==> src/rtl/mem_access_unit.sv <==
// Load/store sequencer in front of a word-addressed data memory.
// One request at a time: address check, read-modify-write for sub-word stores, extended loads.
module mem_access_unit #(
  parameter int          ADDR_W      = 11,
  parameter int          DEPTH_WORDS = 32,
  parameter logic [31:0] BASE_ADDR   = 32'h10010000
) (
  input  logic              clk,
  input  logic              rst_n,
  input  logic              req_valid,
  output logic              req_ready,
  input  logic              req_we,
  input  logic [1:0]        req_size,
  input  logic              req_signed,
  input  logic [31:0]       req_addr,
  input  logic [31:0]       req_wdata,
  output logic              resp_valid,
  output logic              resp_err,
  output logic [31:0]       resp_rdata,
  output logic              dm_ena,
  output logic              dm_wsignal,
  output logic              dm_rsignal,
  output logic [ADDR_W-1:0] dm_addr,
  output logic [31:0]       dm_wdata,
  input  logic [31:0]       dm_rdata
);

  // Handshake: a request transfers on a rising edge where req_valid && req_ready;
  // req_ready is high only in S_IDLE. The response is a single-cycle resp_valid pulse with no backpressure.
  typedef enum logic [2:0] {
    S_IDLE = 3'd0,
    S_RD   = 3'd1,
    S_RMW  = 3'd2,
    S_WR   = 3'd3,
    S_ERR  = 3'd4,
    S_RESP = 3'd5
  } state_e;

  state_e              state_q, state_d;
  logic [1:0]          size_q, size_d;
  logic                signed_q, signed_d;
  logic [1:0]          lane_q, lane_d;
  logic [15:0]         wdata_q, wdata_d;
  logic                err_q, err_d;
  logic [31:0]         result_q, result_d;
  logic [ADDR_W-1:0]   dm_addr_q, dm_addr_d;
  logic [31:0]         dm_wdata_q, dm_wdata_d;

  logic [31:0] off;
  logic        addr_err;
  logic        accept;
  logic [4:0]  shamt;
  logic [31:0] rd_shift;
  logic [31:0] load_val;
  logic [31:0] merge_mask;
  logic [31:0] merge_ins;
  logic [31:0] merged;

  assign off    = req_addr - BASE_ADDR;
  assign accept = req_valid && (state_q == S_IDLE);

  always_comb begin
    addr_err = (req_addr < BASE_ADDR)
            || (off[31:2] >= 30'(DEPTH_WORDS))
            || (req_size == 2'b11)
            || ((req_size == 2'b01) && req_addr[0])
            || ((req_size == 2'b10) && (req_addr[1:0] != 2'b00));
  end

  // Lane extraction for loads and lane insertion for sub-word stores.
  assign shamt    = {lane_q, 3'b000};
  assign rd_shift = dm_rdata >> shamt;

  always_comb begin
    load_val = dm_rdata;
    case (size_q)
      2'b00:   load_val = {{24{signed_q & rd_shift[7]}}, rd_shift[7:0]};
      2'b01:   load_val = {{16{signed_q & rd_shift[15]}}, rd_shift[15:0]};
      default: load_val = dm_rdata;
    endcase
  end

  assign merge_mask = ((size_q == 2'b00) ? 32'h0000_00FF : 32'h0000_FFFF) << shamt;
  assign merge_ins  = {16'h0000, wdata_q} << shamt;
  assign merged     = (dm_rdata & ~merge_mask) | (merge_ins & merge_mask);

  // State register
  always_ff @(posedge clk or negedge rst_n) begin
    if (!rst_n) begin
      state_q    <= S_IDLE;
      size_q     <= 2'b00;
      signed_q   <= 1'b0;
      lane_q     <= 2'b00;
      wdata_q    <= 16'h0000;
      err_q      <= 1'b0;
      result_q   <= 32'h0000_0000;
      dm_addr_q  <= '0;
      dm_wdata_q <= 32'h0000_0000;
    end else begin
      state_q    <= state_d;
      size_q     <= size_d;
      signed_q   <= signed_d;
      lane_q     <= lane_d;
      wdata_q    <= wdata_d;
      err_q      <= err_d;
      result_q   <= result_d;
      dm_addr_q  <= dm_addr_d;
      dm_wdata_q <= dm_wdata_d;
    end
  end

  // Next-state logic
  always_comb begin
    state_d = state_q;
    case (state_q)
      S_IDLE: begin
        if (accept) begin
          if (addr_err)                state_d = S_ERR;
          else if (!req_we)            state_d = S_RD;
          else if (req_size == 2'b10)  state_d = S_WR;
          else                         state_d = S_RMW;
        end
      end
      S_RD:    state_d = S_RESP;
      S_RMW:   state_d = S_WR;
      S_WR:    state_d = S_RESP;
      S_ERR:   state_d = S_RESP;
      S_RESP:  state_d = S_IDLE;
      default: state_d = S_IDLE;
    endcase
  end

  // Datapath registers; dm_addr/dm_wdata only change when a new access needs them.
  always_comb begin
    size_d     = size_q;
    signed_d   = signed_q;
    lane_d     = lane_q;
    wdata_d    = wdata_q;
    err_d      = err_q;
    result_d   = result_q;
    dm_addr_d  = dm_addr_q;
    dm_wdata_d = dm_wdata_q;
    case (state_q)
      S_IDLE: begin
        if (accept) begin
          size_d   = req_size;
          signed_d = req_signed;
          // off[1:0] + BASE[1:0] is always req_addr[1:0] modulo 4.
          lane_d   = off[1:0] + BASE_ADDR[1:0];
          wdata_d  = req_wdata[15:0];
          err_d    = addr_err;
          result_d = 32'h0000_0000;
          if (!addr_err) begin
            dm_addr_d = off[ADDR_W+1:2];
            if (req_we && (req_size == 2'b10)) dm_wdata_d = req_wdata;
          end
        end
      end
      S_RD:    result_d   = load_val;
      S_RMW:   dm_wdata_d = merged;
      default: ;
    endcase
  end

  // Outputs decode from the current state only, so an async reset drops the strobes at once.
  always_comb begin
    req_ready  = (state_q == S_IDLE);
    dm_ena     = (state_q == S_RD) || (state_q == S_RMW) || (state_q == S_WR);
    dm_rsignal = (state_q == S_RD) || (state_q == S_RMW);
    dm_wsignal = (state_q == S_WR);
    resp_valid = (state_q == S_RESP);
    resp_err   = (state_q == S_RESP) && err_q;
    resp_rdata = (state_q == S_RESP) ? result_q : 32'h0000_0000;
    dm_addr    = dm_addr_q;
    dm_wdata   = dm_wdata_q;
  end

endmodule

==> config.mk <==
export PLATFORM = sky130hd
export DESIGN_NAME = mem_access_unit
export DESIGN_NICKNAME = d
export VERILOG_FILES = /design/src/rtl/mem_access_unit.sv
export SDC_FILE = /design/constraint.sdc
export NUM_CORES = 1
export LEC_CHECK = 0
export CAP_MARGIN = 5
export CORE_MARGIN = 2
export CORE_UTILIZATION = 44
export CTS_BUF_LIST = sky130_fd_sc_hd__clkbuf_4 sky130_fd_sc_hd__clkbuf_8
export CTS_CLUSTER_SIZE = 20
export DETAILED_ROUTE_END_ITERATION = 6
export GPL_TIMING_DRIVEN = 1
export PLACE_DENSITY_LB_ADDON = 0.2
export SYNTH_ARGS = -nofsm -noshare
export SYNTH_HDL_FRONTEND = slang
export SYNTH_SLANG_ARGS = --single-unit
export TNS_END_PERCENT = 50
==> constraint.sdc <==
create_clock -name clk -period 3 [get_ports clk]
set_clock_uncertainty 0.15 [all_clocks]
set_input_delay 0.75 -clock clk [delete_from_list [all_inputs] [get_ports clk]]
set_output_delay 0.75 -clock clk [all_outputs]
set_load 0.005 [all_outputs]
==> flow_summary.json, run 1 <==
{
  "path_class": "reg2out",
  "rsz0062_at_grt": "no",
  "fmax_mhz": 343,
  "period_needed_ns": 2.91,
  "clock-sinks": 100,
  "r2r-start": "lane_q[0]",
  "clk_pin_slew_ns": 0.11,
  "ys_types": 55,
  "nets": 1007,
  "cp.required_ns": 2.10,
  "ys_warn_count": 0,
  "synth_area_per_cell_um2": 8.99,
  "fin_util_pct": 61.8,
  "power.density_mw_per_mm2": 616,
  "seq_area_mm2": 0.00250,
  "hpwl_mm": 16.6,
  "cts_root_buffer": "clkbuf_8",
  "coreArea_mm2": 0.0145,
  "fillers": 1266,
  "vias_per_cell": 6.05,
  "hold_violations": 0,
  "synth_edf_count": 0,
  "syn_area_mm2": 0.00654,
  "setup_tns_ns": 0,
  "fin_cells": 1092,
  "startpoint": "state_q[1]",
  "ant_nets": 0,
  "yosysTopAreaCell": "dfrtp_1",
  "max_slew_margin_pct": 34.8,
  "worst_setup_path_start_kind": "flip-flop",
  "pre_cts_ws_ns": -0.285,
  "synthTopCellsByArea": "dfrtp_1 38%, mux2i_1 5.1%, o41ai_2 5.0%",
  "drt-initial-drc-count": 845,
  "ir_worst_vdd_mv": 0.312,
  "num_antenna_cells": 0,
  "overflow": 0,
  "cp.buffers_inverters": 3,
  "synthArstFlopShare_pct": 100,
  "crit_chain": "buf_6 -> inv_1 -> nor3b_1 -> clkdlybuf4s50_1",
  "cts-buffers-inserted": 9,
  "syn_inst": 727,
  "worst_pin_slew_ns": 0.974,
  "die_h_um": 126,
  "die_x_um": 126,
  "grt_pass1_wl_mm": 35.0,
  "synth_fp_nets": 830,
  "syn_to_final_growth_pct": 37.5,
  "synth_seq_area_share_pct": 38.3,
  "cts_tree": "yes",
  "post_drt_wl_per_cell_um": 20.1,
  "status": "finished, final reports clean",
  "slowest_delay_ns": 0.57,
  "first_global_vias": 6522,
  "routed_wl_mm": 22.0,
  "clockBufferDepth": 2,
  "post_cts_buffers": 0,
  "min_path_type": "in2async",
  "synth_ff_type": "dfrtp_1",
  "cts.htree.levels": 3,
  "io_buffers": 183,
  "dp_cells": 1077,
  "ys_ff_latch": 100,
  "clock_latency_ns": 0.37,
  "crit_path_end": "dm_wsignal",
  "cp.arrival_ns": 2.01,
  "worstPathMaxFanout": 30,
  "r2r_setup_slack_ns": 0.49,
  "multi_input_area_mm2": 0.00354,
  "setup_viol": 0,
  "finalCritPeriodShare_pct": 97.0,
  "critPathTopFamily": "buffers and inverters",
  "end_kind": "output pin",
  "drc": 0,
  "antenna_found_initial": 0,
  "start_util_pct": 45.0,
  "gp_congestion": 0.954,
  "drt-pass1-iter-count": 6,
  "synth.top_cell.area_share_pct": 38.3,
  "finalPower_mw": 5.54,
  "cp_num_cells": 4,
  "max-cap-violations": 0,
  "io_pins": 184,
  "maxSlewViolCount": 0,
  "grt.total_usage_pct": 27.5,
  "dieArea_mm2": 0.0158,
  "p_leak_nw": 3.60,
  "grt_max_degree": 47,
  "rows": 44,
  "ff2ff_path_depth": 6,
  "slowest_stage": "clkdlybuf4s50_1",
  "fin_ws_ns": 0.0888,
  "via_count": 6603,
  "rr_endpoint": "dm_wdata[16]",
  "drive_above_1_share_pct": 13.2
}
==> cell usage in the layout (no fill, tap or decap), types with 15 or more instances in the layout <==
cell	count
a22o_1	16
a22oi_1	16
a31oi_1	15
and2_1	42
buf_4	51
clkdlybuf4s50_1	182
dfrtp_1	98
inv_1	42
mux2i_1	33
nand2_1	44
nand2b_1	19
nand3_1	15
nand4_1	19
nor2_1	42
nor3_1	25
nor4_1	26
o21ai_0	50
o22ai_1	15
o41ai_2	21
==> timing repair <==
item	4_1_cts	5_1_grt
gates resized for setup	2	4
hold buffers	0	0
setup endpoints to repair	22	32
==> per-stage QoR <==
step	hold slack (ns)	area [um^2]
6_report	0.160	8990
5_1_grt	0.169	8990
4_1_cts	0.155	8970
3_5_place_dp	0.328	8780
3_3_place_gp	0.324	8780
2_1_floorplan	0.304	6540
==> kinds of logic after synthesis <==
kind of cell	share of synthesized area (%)
and+or+nand+nor	22.4
AOI/OAI and AO/OA	23.8
buffers and inverters	7.95
DFF	38.3
muxes	7.07
xor gates and xnor gates	0.536
==> routing by layer <==
| layer | GRT usage (%) | vias up | share of wire (%) |
|---|---|---|---|
| li1 | - | 3050 | - |
| met1 | 37.9 | 3163 | 42 |
| met2 | 45.0 | 354 | 47 |
| met3 | 5.35 | 36 | 8.4 |
| met4 | 6.85 | 0 | 2.0 |
| met5 | 0 | - | 0 |
==> worst reg2reg max path: stages, from the launching register on <==
cell     delay [ns]
dfrtp_1        0.46
buf_4          0.27
nor2b_1        0.46
o21ba_2        0.33
mux2i_1        0.18
a221o_1        0.38
nor3_1         0.20
==> power breakdown <==
group / total (mW) / internal (mW) / switching (mW)
clock network: 0.831 / 0.332 / 0.499
logic: 2.78 / 1.25 / 1.53
registers: 1.93 / 1.67 / 0.259
total: 5.54 / 3.25 / 2.29
==> sequential cells by signal, summed over array words and instances, names as in the netlist <==
register	flops
signed_q	1
result_q	32
err_q	1
wdata_q	16
dm_wdata	32
state_q	3
dm_addr	11
size_q	2
lane_q	2
==> synth_stat cells (5+ instances only) <==
master and n:
a221o_1 8, mux2_2 7, o21ai_0 50, buf_2 9, mux2i_1 33, a211oi_1 8, a21oi_1 13, nand4_1 19
dfrtp_1 100, nor2b_1 5, nor4b_1 9, a41oi_1 10, nand2b_1 19, nor2_1 43, o22ai_1 15, clkbuf_1 55
o41ai_1 5, nand2_1 44, and2_1 42, o41ai_2 20, a22oi_1 16, inv_1 42, a22o_1 16, o311a_1 7
nor3_1 26, a221oi_1 7, nor4_1 26, nand3_1 15, a31oi_1 15
==> cell type report <==
class                   count  area share [%]
multi-input cells         509            39.4
flip-flops and latches    100            27.9
repair buffers            242            26.3
well taps                 184            2.56
inverters                  42            1.75
clock buffers              10            1.53
clock inverters             5           0.501
==> worst min-delay path by stage <==
stage,to,slack (ns),depth (start not counted)
finish,wdata_q[7],0.16,1
floorplan,dm_addr[0],0.30,0
detailed placement,err_q,0.33,1
global route,result_q[4],0.17,1
global placement,dm_addr[7],0.32,1
CTS,wdata_q[7],0.15,1
(Power assumes the default switching activity.)
==> inputs of run 2 (changes only) <==
==> constraint.sdc (replaced) <==
create_clock -name clk -period 3 [get_ports clk]
set_clock_uncertainty 0.15 [all_clocks]
set_input_delay 0.9 -clock clk [delete_from_list [all_inputs] [get_ports clk]]
set_output_delay 0.9 -clock clk [all_outputs]
set_load 0.005 [all_outputs]
==> flow_summary.json, run 2 (synthesis gave the netlist of run 1 again) <==
{
  "die_x_um": 126,
  "end_kind": "flip-flop",
  "path_class": "in2reg",
  "finalPower_mw": 5.68,
  "cp.arrival_ns": 3.09,
  "slowest_delay_ns": 0.54,
  "cts_root_buffer": "clkbuf_8",
  "fin_ws_ns": 0.0193,
  "hpwl_mm": 16.5,
  "routed_wl_mm": 22.6,
  "clock-sinks": 100,
  "fmax_mhz": 335,
  "cts_tree": "yes",
  "coreArea_mm2": 0.0145,
  "grt_pass1_wl_mm": 34.7,
  "cts.htree.levels": 3,
  "gp_congestion": 0.910,
  "cts-buffers-inserted": 9,
  "dieArea_mm2": 0.0158,
  "worst_pin_slew_ns": 0.640,
  "final_common_cell": "clkdlybuf4s50_1",
  "status": "finished, final reports clean",
  "drive_above_1_share_pct": 15.4,
  "ant_nets": 0,
  "finalCritPeriodShare_pct": 99.4,
  "post_drt_wl_per_cell_um": 20.5,
  "max_slew_margin_pct": 57.3,
  "fin_util_pct": 63.7,
  "cp.required_ns": 3.11,
  "ir_worst_vdd_mv": 0.298,
  "clock_latency_ns": 0.39,
  "fin_area_mm2": 0.00926,
  "io_pins": 184,
  "slowest_stage": "or4_4",
  "drc": 0,
  "hold_violations": 0,
  "num_antenna_cells": 0,
  "die_h_um": 126,
  "r2r-start": "lane_q[0]",
  "rows": 44,
  "worst_setup_path_start_kind": "primary input",
  "critPathTopFamily": "compound AO/OA/AOI/OAI gates",
  "rsz0062_at_grt": "yes",
  "clockBufferDepth": 2,
  "io_buffers": 183,
  "start_util_pct": 45.0,
  "max-cap-violations": 0,
  "antenna_found_initial": 0,
  "startpoint": "req_addr[23]",
  "overflow": 0,
  "p_leak_nw": 3.73,
  "fin_cells": 1101,
  "layout_common_cells": "180 x clkdlybuf4s50_1, 98 x dfrtp_1, 55 x buf_4",
  "nets": 1015,
  "first_global_vias": 6433,
  "power.density_mw_per_mm2": 614,
  "setup_viol": 0,
  "worstPathMaxFanout": 12,
  "maxSlewViolCount": 0,
  "period_needed_ns": 2.98,
  "pre_cts_ws_ns": -0.478,
  "crit_chain": "clkdlybuf4s50_1 -> or4_4 -> a211o_1 -> and2_4 -> clkbuf_16 -> o41ai_2 -> a22oi_1",
  "min_path_type": "in2async",
  "drt-pass1-iter-count": 6,
  "drt-initial-drc-count": 697,
  "grt_max_degree": 64,
  "placed_cell_area_mm2": 0.00882,
  "grt.total_usage_pct": 27.4,
  "hold_slack_ns": 0.333,
  "fillers": 1271,
  "cp.buffers_inverters": 2,
  "setup_tns_ns": 0,
  "dp_cells": 1079,
  "vias_per_cell": 6.11,
  "via_count": 6723,
  "clk_pin_slew_ns": 0.10,
  "syn_to_final_growth_pct": 41.6
}
## run 2: area by class of cell
cell class                      count  area, um^2  share of cell area, %
Clock buffer                       11         145                   1.57
Clock inverter                      5        60.1                  0.649
Inverter                           42         158                   1.70
Multi-Input combinational cell    509        3650                   39.5
Sequential cell                   100        2500                   27.1
Tap cell                          184         230                   2.49
Timing Repair Buffer              250        2510                   27.1
## run 2: worst paths after layout
path                                     end  slack (ns)  cells past startpoint
min in group clk                       err_q        0.35                      1
worst min register to register         err_q        0.35                      1
worst max-delay path             dm_wdata[2]        0.02                      7
max in group asynchronous         state_q[2]        1.64                      2
worst min-delay path            result_q[30]        0.33                      1
worst max register to register  result_q[29]        0.40                      5
## run 2: worst register-to-register path, cell delays in order, from the launching register on
cell and delay, ns:
dfrtp_1 0.75, mux2_2 0.43, mux4_2 0.48, a21oi_1 0.26
nor2_2 0.19, a22o_1 0.25
## run 2: routing by layer
metal | routed length, um | up-vias | track usage [%]
met3 | 1880 | 54 | 5.27
met5 | 0 | - | 0
met1 | 9520 | 3225 | 37.8
li1 | - | 3072 | -
met2 | 10500 | 372 | 43.0
met4 | 672 | 0 | 10.2
## run 2: where the power goes
group	switching, mW	internal [mW]	total, mW
clock network	0.494	0.421	0.915
registers	0.262	1.67	1.93
logic	1.55	1.28	2.83
total	2.31	3.37	5.68
## run 2: repair_timing
item                       CTS  global route
hold buffers                 0             0
gates cloned                 0             3
setup endpoints to repair   35            85
resized for setup            5            19
pin swaps                    0             4
setup buffers                1             2
==> inputs of run 3 (changes only) <==
Settings changed: CORE_MARGIN 2 to default.
==> flow_summary.json, run 3 (synthesis gave the netlist of run 1 again) <==
{
  "status": "finished, violations left",
  "violations": "negative setup slack",
  "pre_cts_ws_ns": -0.474,
  "min_path_type": "reg2reg",
  "drt-pass1-iter-count": 6,
  "coreArea_mm2": 0.0145,
  "fmax_mhz": 330,
  "hold_slack_ns": 0.344,
  "hold_path_end": "err_q",
  "clock_latency_ns": 0.39,
  "drive_above_1_share_pct": 15.8,
  "start_util_pct": 45.0,
  "rows": 44,
  "vias_per_cell": 6.16,
  "setup_viol": 1,
  "layout_common_cells": "180 x clkdlybuf4s50_1, 98 x dfrtp_1, 56 x buf_4",
  "r2r-start": "lane_q[0]",
  "hold_violations": 0,
  "cts_root_buffer": "clkbuf_8",
  "finalCritPeriodShare_pct": 101,
  "grt.total_usage_pct": 28.9,
  "postCtsHoldBufs": 0,
  "io_pins": 184,
  "routed_wl_mm": 22.4,
  "antenna_found_initial": 0,
  "clock-sinks": 100,
  "p_leak_nw": 3.75,
  "cts_tree": "yes",
  "rr_endpoint": "dm_wdata[23]",
  "setup_tns_ns": -0.0292,
  "whs_path_depth": 1,
  "via_count": 6779,
  "clockBufferDepth": 2,
  "cp.required_ns": 3.11,
  "period_needed_ns": 3.03,
  "placed_cell_area_mm2": 0.00884,
  "worstPathMaxFanout": 25,
  "ir_worst_vdd_mv": 0.285,
  "grt_max_degree": 61,
  "hpwl_mm": 16.2,
  "cp.arrival_ns": 3.14,
  "end_kind": "flip-flop",
  "post_drt_wl_per_cell_um": 20.3,
  "worst_pin_slew_ns": 0.784,
  "max-cap-violations": 0,
  "nets": 1014,
  "power.density_mw_per_mm2": 606,
  "die_h_um": 124,
  "r2r_setup_slack_ns": 0.33,
  "drt-initial-drc-count": 851,
  "ff2ff_path_depth": 6,
  "die_x_um": 124,
  "multi_input_area_mm2": 0.00375,
  "min-delay-start": "err_q",
  "fin_util_pct": 64.0,
  "drc": 0,
  "overflow": 0,
  "final_common_cell": "clkdlybuf4s50_1",
  "seq_area_mm2": 0.00250,
  "io_buffers": 183,
  "dieArea_mm2": 0.0153,
  "first_global_vias": 6380,
  "max_slew_margin_pct": 47.7,
  "cts-buffers-inserted": 9,
  "syn_to_final_growth_pct": 42.3,
  "grt_pass1_wl_mm": 33.8,
  "worst_setup_path_start_kind": "primary input",
  "cts.htree.levels": 3,
  "rsz0062_at_grt": "yes",
  "gp_congestion": 0.939,
  "clk_pin_slew_ns": 0.10,
  "ant_nets": 0,
  "num_antenna_cells": 0,
  "maxSlewViolCount": 0,
  "fin_ws_ns": -0.0292,
  "path_class": "in2reg",
  "fillers": 1227,
  "fin_area_mm2": 0.00930
}
## run 3: changes by cell type in the layout (fill, tap and decap cells not counted), sizes merged
| cell | before | now |
|---|---|---|
| bufinv | 1 | 0 |
| buf | 65 | 66 |
| clkinvlp | 1 | 2 |
| inv | 43 | 45 |
| clkbuf | 14 | 10 |
## run 3: metal layers
layer  global-route usage, %  part of all wire (%)
met5                       0                     0
met4                    9.64                   2.8
met3                    6.04                   9.2
met2                    46.9                    47
met1                    38.3                    41
## run 3: worst max path at each step
stage                            start            to  slack [ns]  depth (start not counted)
after floorplan           req_addr[14]   dm_wdata[0]        0.11                          6
after detailed placement  req_addr[14]  dm_wdata[11]       -0.47                          6
after CTS                 req_addr[23]   dm_wdata[4]       0.006                          7
final                     req_addr[14]   dm_wdata[5]       -0.03                          6
after global placement    req_addr[14]  dm_wdata[31]       -0.34                          6
after global routing      req_addr[25]  dm_wdata[20]       -0.04                          7
## run 3: stage by stage
step | cells | power (mW)
finish | 1100 | 5.64
global route | 1100 | 6.00
CTS | 1098 | 5.57
detailed placement | 1080 | 4.71
global placement | 1080 | 4.62
floorplan | 727 | 3.61
## run 3: critical path, stage by stage
cell             delay [ns]
clkdlybuf4s50_1        0.43
or4_4                  0.55
or4_4                  0.51
buf_12                 0.21
o41ai_4                0.38
a22oi_2                0.14
## run 3: area by class of cell
cell class                 instances  area share, %
inverter                          42           1.70
clock buffer                       9           1.33
timing repair buffer             249           26.6
multi-input combinational        509           40.3
sequential                       100           26.9
tap                              184           2.48
clock inverter                     7          0.646
## run 3: report_power, final
| group | internal, mW | leakage (nW) | switching [mW] |
|---|---|---|---|
| registers | 1.67 | 1.28 | 0.264 |
| clock network | 0.316 | 0.0897 | 0.535 |
| logic | 1.29 | 2.38 | 1.56 |
## run 3: timing repair
item                       4_1_cts  5_1_grt
buffers inserted                 2        1
gates cloned                     0        1
resized for setup                7       27
pin swaps                        1       12
setup endpoints to repair       41       73
